===== config.mk =====
export PLATFORM = sky130hd
export DESIGN_NAME = fifo_uart_tx
export DESIGN_NICKNAME = d
export VERILOG_FILES = /design/src/rtl/fifo_uart_pkg.sv /design/src/rtl/uart_bit_timer.sv /design/src/rtl/fifo_uart_tx.sv
export SDC_FILE = /design/constraint.sdc
export NUM_CORES = 1
export LEC_CHECK = 0
export BUFFER_PORTS_ARGS = -buffer_cell sky130_fd_sc_hd__buf_2
export CAP_MARGIN = 20
export CORE_UTILIZATION = 45
export DETAILED_ROUTE_END_ITERATION = 12
export PLACE_DENSITY = 0.7
export SLEW_MARGIN = 5
export SYNTH_ARGS = -nofsm -noshare
export SYNTH_HDL_FRONTEND = slang
export SYNTH_SLANG_ARGS = --single-unit

===== constraint.sdc =====
create_clock -name clk -period 2.8 [get_ports clk]
set_input_delay 0.42 -clock clk [delete_from_list [all_inputs] [get_ports clk]]
set_output_delay 0.42 -clock clk [all_outputs]
set_load 0.02 [all_outputs]

===== src/rtl/fifo_uart_pkg.sv =====
// Shared types and constants for the FIFO-fed UART transmitter.
package fifo_uart_pkg;

  localparam int unsigned UART_DATA_W   = 8;
  localparam logic        TX_IDLE_LEVEL = 1'b1;

  typedef enum logic [2:0] {
    IDLE,
    READ,
    LOAD,
    START,
    DATA,
    PARITY,
    STOP
  } tx_state_t;

endpackage


===== src/rtl/uart_bit_timer.sv =====
// Bit-period timer: counts 0..CLKS_PER_BIT-1 and flags the last cycle of each bit.
module uart_bit_timer #(
  parameter int unsigned CLKS_PER_BIT = 16
) (
  input  logic clk,
  input  logic rst,
  input  logic clear_i,
  output logic bit_end_o
);

  localparam int unsigned CNT_W = (CLKS_PER_BIT > 1) ? $clog2(CLKS_PER_BIT) : 1;
  localparam logic [CNT_W-1:0] LAST = CNT_W'(CLKS_PER_BIT - 1);

  logic [CNT_W-1:0] cnt_q, cnt_d;
  logic             bit_end_q;

  always_comb begin
    cnt_d = cnt_q + CNT_W'(1);
    if (clear_i || (cnt_q == LAST)) begin
      cnt_d = '0;
    end
  end

  // bit_end is registered from the next count so it lines up with cnt_q == LAST
  always_ff @(posedge clk or negedge rst) begin
    if (!rst) begin
      cnt_q     <= '0;
      bit_end_q <= 1'b0;
    end else begin
      cnt_q     <= cnt_d;
      bit_end_q <= (cnt_d == LAST);
    end
  end

  assign bit_end_o = bit_end_q;

endmodule


===== src/rtl/fifo_uart_tx.sv =====
// UART transmitter that pulls bytes from a registered-output FIFO and frames them
// as start, 8 data bits LSB first, optional parity, and one or two stop bits.
module fifo_uart_tx
  import fifo_uart_pkg::*;
#(
  parameter int unsigned CLKS_PER_BIT = 16,
  parameter int unsigned PARITY_EN    = 0,
  parameter int unsigned PARITY_ODD   = 0,
  parameter int unsigned STOP_BITS    = 1
) (
  input  logic                   clk,
  input  logic                   rst,
  input  logic                   tx_en_i,
  input  logic                   fifo_empty_i,
  input  logic [UART_DATA_W-1:0] fifo_data_i,
  output logic                   fifo_rd_en_o,
  output logic                   tx_o,
  output logic                   busy_o,
  output logic                   frame_done_o
);

  localparam logic       ODD_BIT   = (PARITY_ODD != 0);
  localparam logic       USE_PAR   = (PARITY_EN != 0);
  localparam logic       LAST_STOP = 1'(STOP_BITS - 1);
  localparam logic [2:0] LAST_BIT  = 3'(UART_DATA_W - 1);

  tx_state_t              state_q;
  logic [UART_DATA_W-1:0] shift_q;
  logic [2:0]             bit_cnt_q;
  logic                   stop_cnt_q;
  logic                   parity_q;
  logic                   tx_q;
  logic                   busy_q;
  logic                   rd_en_q;
  logic                   bit_end;
  logic                   timer_clear;
  logic                   start_ok;

  assign start_ok    = tx_en_i && !fifo_empty_i;
  assign timer_clear = (state_q == IDLE) || (state_q == READ) || (state_q == LOAD);

  uart_bit_timer #(
    .CLKS_PER_BIT(CLKS_PER_BIT)
  ) u_timer (
    .clk      (clk),
    .rst      (rst),
    .clear_i  (timer_clear),
    .bit_end_o(bit_end)
  );

  // Frame sequencer; outputs are updated on the same edge as the state they belong to
  always_ff @(posedge clk or negedge rst) begin
    if (!rst) begin
      state_q    <= IDLE;
      shift_q    <= '0;
      bit_cnt_q  <= '0;
      stop_cnt_q <= 1'b0;
      parity_q   <= 1'b0;
      tx_q       <= TX_IDLE_LEVEL;
      busy_q     <= 1'b0;
      rd_en_q    <= 1'b0;
    end else begin
      rd_en_q <= 1'b0;
      case (state_q)
        IDLE: begin
          if (start_ok) begin
            state_q <= READ;
            rd_en_q <= 1'b1;
            busy_q  <= 1'b1;
          end
        end
        READ: state_q <= LOAD;
        LOAD: begin
          shift_q  <= fifo_data_i;
          parity_q <= (^fifo_data_i) ^ ODD_BIT;
          tx_q     <= ~TX_IDLE_LEVEL;
          state_q  <= START;
        end
        START: begin
          if (bit_end) begin
            tx_q    <= shift_q[0];
            state_q <= DATA;
          end
        end
        DATA: begin
          if (bit_end) begin
            shift_q   <= shift_q >> 1;
            bit_cnt_q <= bit_cnt_q + 3'd1;
            if (bit_cnt_q == LAST_BIT) begin
              state_q <= USE_PAR ? PARITY : STOP;
              tx_q    <= USE_PAR ? parity_q : TX_IDLE_LEVEL;
            end else begin
              tx_q <= shift_q[1];
            end
          end
        end
        PARITY: begin
          if (bit_end) begin
            tx_q    <= TX_IDLE_LEVEL;
            state_q <= STOP;
          end
        end
        STOP: begin
          if (bit_end) begin
            if (stop_cnt_q == LAST_STOP) begin
              stop_cnt_q <= 1'b0;
              if (start_ok) begin
                state_q <= READ;
                rd_en_q <= 1'b1;
              end else begin
                state_q <= IDLE;
                busy_q  <= 1'b0;
              end
            end else begin
              stop_cnt_q <= stop_cnt_q + 1'b1;
            end
          end
        end
        default: state_q <= IDLE;
      endcase
    end
  end

  assign fifo_rd_en_o = rd_en_q;
  assign tx_o         = tx_q;
  assign busy_o       = busy_q;
  assign frame_done_o = (state_q == STOP) && bit_end && (stop_cnt_q == LAST_STOP);

endmodule


==> flow_results.org <==
** Power
- Across the VDD grid, the largest voltage drop is 457 uV.
- LEAKAGE :: 0.638 nW
- For this design the ratio of total power to cell area is 426 nW/um^2.

** Critical path
- The worst setup path is launched from a flop.
- Critical path arrival :: 1450 ps
- Setup crit end kind :: primary output
- Crit Path Class :: reg2out
- Worst Reg2Reg Path Length in Cells :: 4
- Max Fanout on Critical Path :: 16
- Required time worst endpoint :: 2380 ps

** CTS
- Clk_lat worst skew :: 310 ps
- After clock tree synthesis, the setup repair step added 0 buffers.
- After clock tree synthesis, the clock-pin slew on the worst setup and hold paths is 120 ps.
- TritonCTS built the clock tree.
- Number of buffers added by the clock tree synthesis step :: 3
- The clock passes through at most 2 buffers.
- Hold-fix buffers at CTS :: 0
- Maximum level of the CTS H-tree :: 1
- Resized cells post-CTS :: 0
- Library cell used as clock root buffer :: sky130_fd_sc_hd__clkbuf_4
- The clock net in this run drives a total of 22 sinks.

** Synthesis
- The number of different library cells used by synthesis comes to 38.
- Among all flip-flop cells after synthesis, the most frequent one is sky130_fd_sc_hd__dfrtp_1.
- The cell count after synthesis came out at 119.
- Synthesized-area fraction occupied by ao, oa, aoi and oai cells :: 18.2%
- The synthesized netlist devotes 1.42% of its cell area to XOR and XNOR gates.
- The synthesized design contains 0 enable-type register cells.
- Synth Cell Area :: 1240 sq um
- Counting flops with an async set or reset pin after synthesis yields a share of 100%.
- Count of synthesis-stage warnings from yosys :: 0
- Synthesis produced a netlist with a net count of 137.
- Summing the sequential cell areas from Yosys gives 44.6% of the chip area.
- Of the total synthesized cell area, the portion taken by full adders, half adders and majority gates is 6.07%.
- By area, the combinational part of the netlist is dominated by compound AO/OA/AOI/OAI gates.
- After synthesis, the share of cell area in mux cells is 8.40%.
- Flip-flop and latch count after synthesis :: 22
- Of the total synthesized cell area, the portion taken by AND, OR, NAND and NOR gates is 16.4%.
- After synthesis, the mean cell area works out to 10.4 sq um.

** Die
- The die covers 2960 sq um.
- The floorplan step set the die height to 54.4 um.
- Once the floorplan was initialized, standard cells occupied 48.6% of the core.
- Core outline area :: 2540 sq um
- I/O pin cnt :: 16
- Number of core rows :: 18
- Die outline width :: 54.4 um

** Cells and area
- Compared with the post-synthesis result, the final layout area differs by 10.1%.
- Antenna cells :: 0
- Storage cell area :: 552 sq um
- Filler instances :: 232
- In the final layout, the multi-input gates occupy 624 sq um.
- Number of nets in the final layout :: 152
- In the final layout, the share of cells above drive strength 1 is 27.1%.

** Timing
- Rel. slew slack :: 51.3%
- Final-report max-slew violation count :: 0
- Based on the critical path, the design can be clocked at up to 0.535 GHz.
- Sum Neg Setup Slack :: 0 ps
- Slew at the pin closest to its max-slew limit :: 731 ps
- Setup violations remaining at the end of the flow were counted as 0.
- Across all hold checks on the routed design, the worst slack comes to 49.4 ps.
- Setup repair after global routing missed its margin :: no
- Post-route clock skew :: 4.17 ps
- After layout, the minimum clock period comes to 1870 ps.
- Dividing the final minimum period by the clock period gives 66.8%.
- Final-report hold violation count :: 0

** Run
- Max-cap violations in this run came to 0.

** Hold path
- Type of the tightest min-delay check :: in2async

** Status
- Run status :: finished, final reports clean

** GRT
- Number of global-route vias before repair :: 834
- Global routing consumed, over all layers together, 18.2% of the routing resources.
- First-pass GRT wire length :: 3770 um
- Summed over all layers, the global routing overflow is 0.
- Entering global routing, the biggest net connects 23 pins.
- The number of antenna violations at the first check in global routing is 0.

** Detailed routing
- Overall via count from detail_route :: 906
- DRT Wirelength :: 2180 um
- After detailed routing, the number of vias per cell comes to 5.56.
- In this run the remaining antenna-violating nets after routing total 0.
- The first detailed-routing pass took 4 iterations.
- Dividing the detail-routed wire length by the instance count gives 13.4 um.
- For this block, the initial DRC count from the detailed router was 19.
- Post-route DRC :: 0

** Placement
- At the end of routability-driven placement, the weighted congestion stood at 0.904.
- IO Port Bufs :: 15
- After legalization and detailed placement, the total HPWL measured 1560 um.
-- metal layers --
layer | wire, um | GRT usage, % | vias up | share of wire, %
li1 | - | - | 463 | -
met1 | 1070 | 24.1 | 421 | 49
met2 | 977 | 28.9 | 20 | 45
met3 | 110 | 5.83 | 2 | 5.1
met4 | 15 | 3.85 | 0 | 0.69
met5 | 0 | 0 | - | 0
-- kinds of logic (layout without fill, tap and decap cells) --
| logic type | Yosys count | after routing |
|---|---|---|
| flops | 22 | 22 |
| xor+xnor | 2 | 2 |
| fa+ha+maj | 6 | 6 |
| buf+inv | 9 | 23 |
| compound gates | 33 | 33 |
| simple gates | 37 | 37 |
| mux | 10 | 10 |
-- cell usage after synthesis (2+ instances only) --
| library cell | instances | share of area (%) |
|---|---|---|
| sky130_fd_sc_hd__a31oi_1 | 2 | 1.0 |
| sky130_fd_sc_hd__mux2_2 | 3 | 2.7 |
| sky130_fd_sc_hd__o31ai_1 | 3 | 1.8 |
| sky130_fd_sc_hd__and3_1 | 2 | 1.0 |
| sky130_fd_sc_hd__mux2i_1 | 7 | 5.7 |
| sky130_fd_sc_hd__nor2_1 | 13 | 3.9 |
| sky130_fd_sc_hd__nor3_1 | 3 | 1.2 |
| sky130_fd_sc_hd__o21a_1 | 2 | 1.2 |
| sky130_fd_sc_hd__nand3_1 | 3 | 1.2 |
| sky130_fd_sc_hd__and2b_2 | 2 | 1.4 |
| sky130_fd_sc_hd__a21oi_2 | 8 | 5.7 |
| sky130_fd_sc_hd__a21oi_1 | 7 | 2.8 |
| sky130_fd_sc_hd__dfrtp_1 | 21 | 43 |
| sky130_fd_sc_hd__inv_1 | 3 | 0.91 |
| sky130_fd_sc_hd__buf_6 | 2 | 1.8 |
| sky130_fd_sc_hd__o21ai_0 | 6 | 2.4 |
| sky130_fd_sc_hd__nand2_1 | 5 | 1.5 |
| sky130_fd_sc_hd__nand3b_1 | 2 | 1.2 |
| sky130_fd_sc_hd__ha_1 | 6 | 6.1 |
-- flip-flops by register name, indices dropped and copies added (netlist names) --
signal             cells
fifo_rd_en_o           1
tx_o                   1
bit_cnt_q              3
u_timer.bit_end_o      1
shift_q                8
u_timer.cnt_q          4
state_q                3
busy_o                 1
-- report_power, final --
group          switching, mW  internal (mW)  leakage [nW]
logic                0.00937        0.00617         0.351
clock network          0.102          0.145        0.0279
registers                  0          0.318         0.258
-- cells in the final DEF, fill, tap and decap left out, drive strengths merged, types with 3 or more instances in the layout --
master   n
nand3    3
nand2    5
dfrtp   21
inv      4
mux2     3
clkbuf   3
a21oi   15
ha       6
nor2    13
o31ai    3
o21ai    6
mux2i    7
nor3     4
buf     15
-- metrics by stage --
step | cell area (sq um) | utilization (%) | cells | worst slack, ps | total power [mW]
5_1_grt | 1360 | 53.5 | 163 | 746 | 0.607
3_5_place_dp | 1310 | 51.4 | 159 | 1050 | 0.340
6_report | 1360 | 53.5 | 163 | 930 | 0.580
2_1_floorplan | 1240 | - | 119 | 1360 | 0.326
3_3_place_gp | 1310 | 51.4 | 159 | 1080 | 0.340
4_1_cts | 1360 | 53.5 | 163 | 922 | 0.590
-- path summary, 6_finish.rpt --
kind | start | to | slack [ps]
worst max-delay path | state_q[1] | frame_done_o | 930
worst min-delay path | rst | bit_cnt_q[0] | 50
worst max register to register | state_q[1] | shift_q[0] | 1000
worst min register to register | bit_cnt_q[0] | bit_cnt_q[0] | 490
max in group asynchronous | rst | tx_o | 2400
min in group clk | fifo_data_i[2] | shift_q[2] | 400
-- area by class of cell --
type	count	share of cell area, %
Clock buffer	3	1.65
Clock inverter	1	2.21
Inverter	4	1.47
Multi-Input combinational cell	88	45.9
Sequential cell	22	40.5
Tap cell	30	2.76
Timing Repair Buffer	15	5.51
-- worst max-delay path: stages (launching register included) --
cell and delay [ps]:
sky130_fd_sc_hd__dfrtp_1 700, sky130_fd_sc_hd__nand3_1 160, sky130_fd_sc_hd__nor2_1 110, sky130_fd_sc_hd__buf_2 170
(Power assumes the default switching activity.)
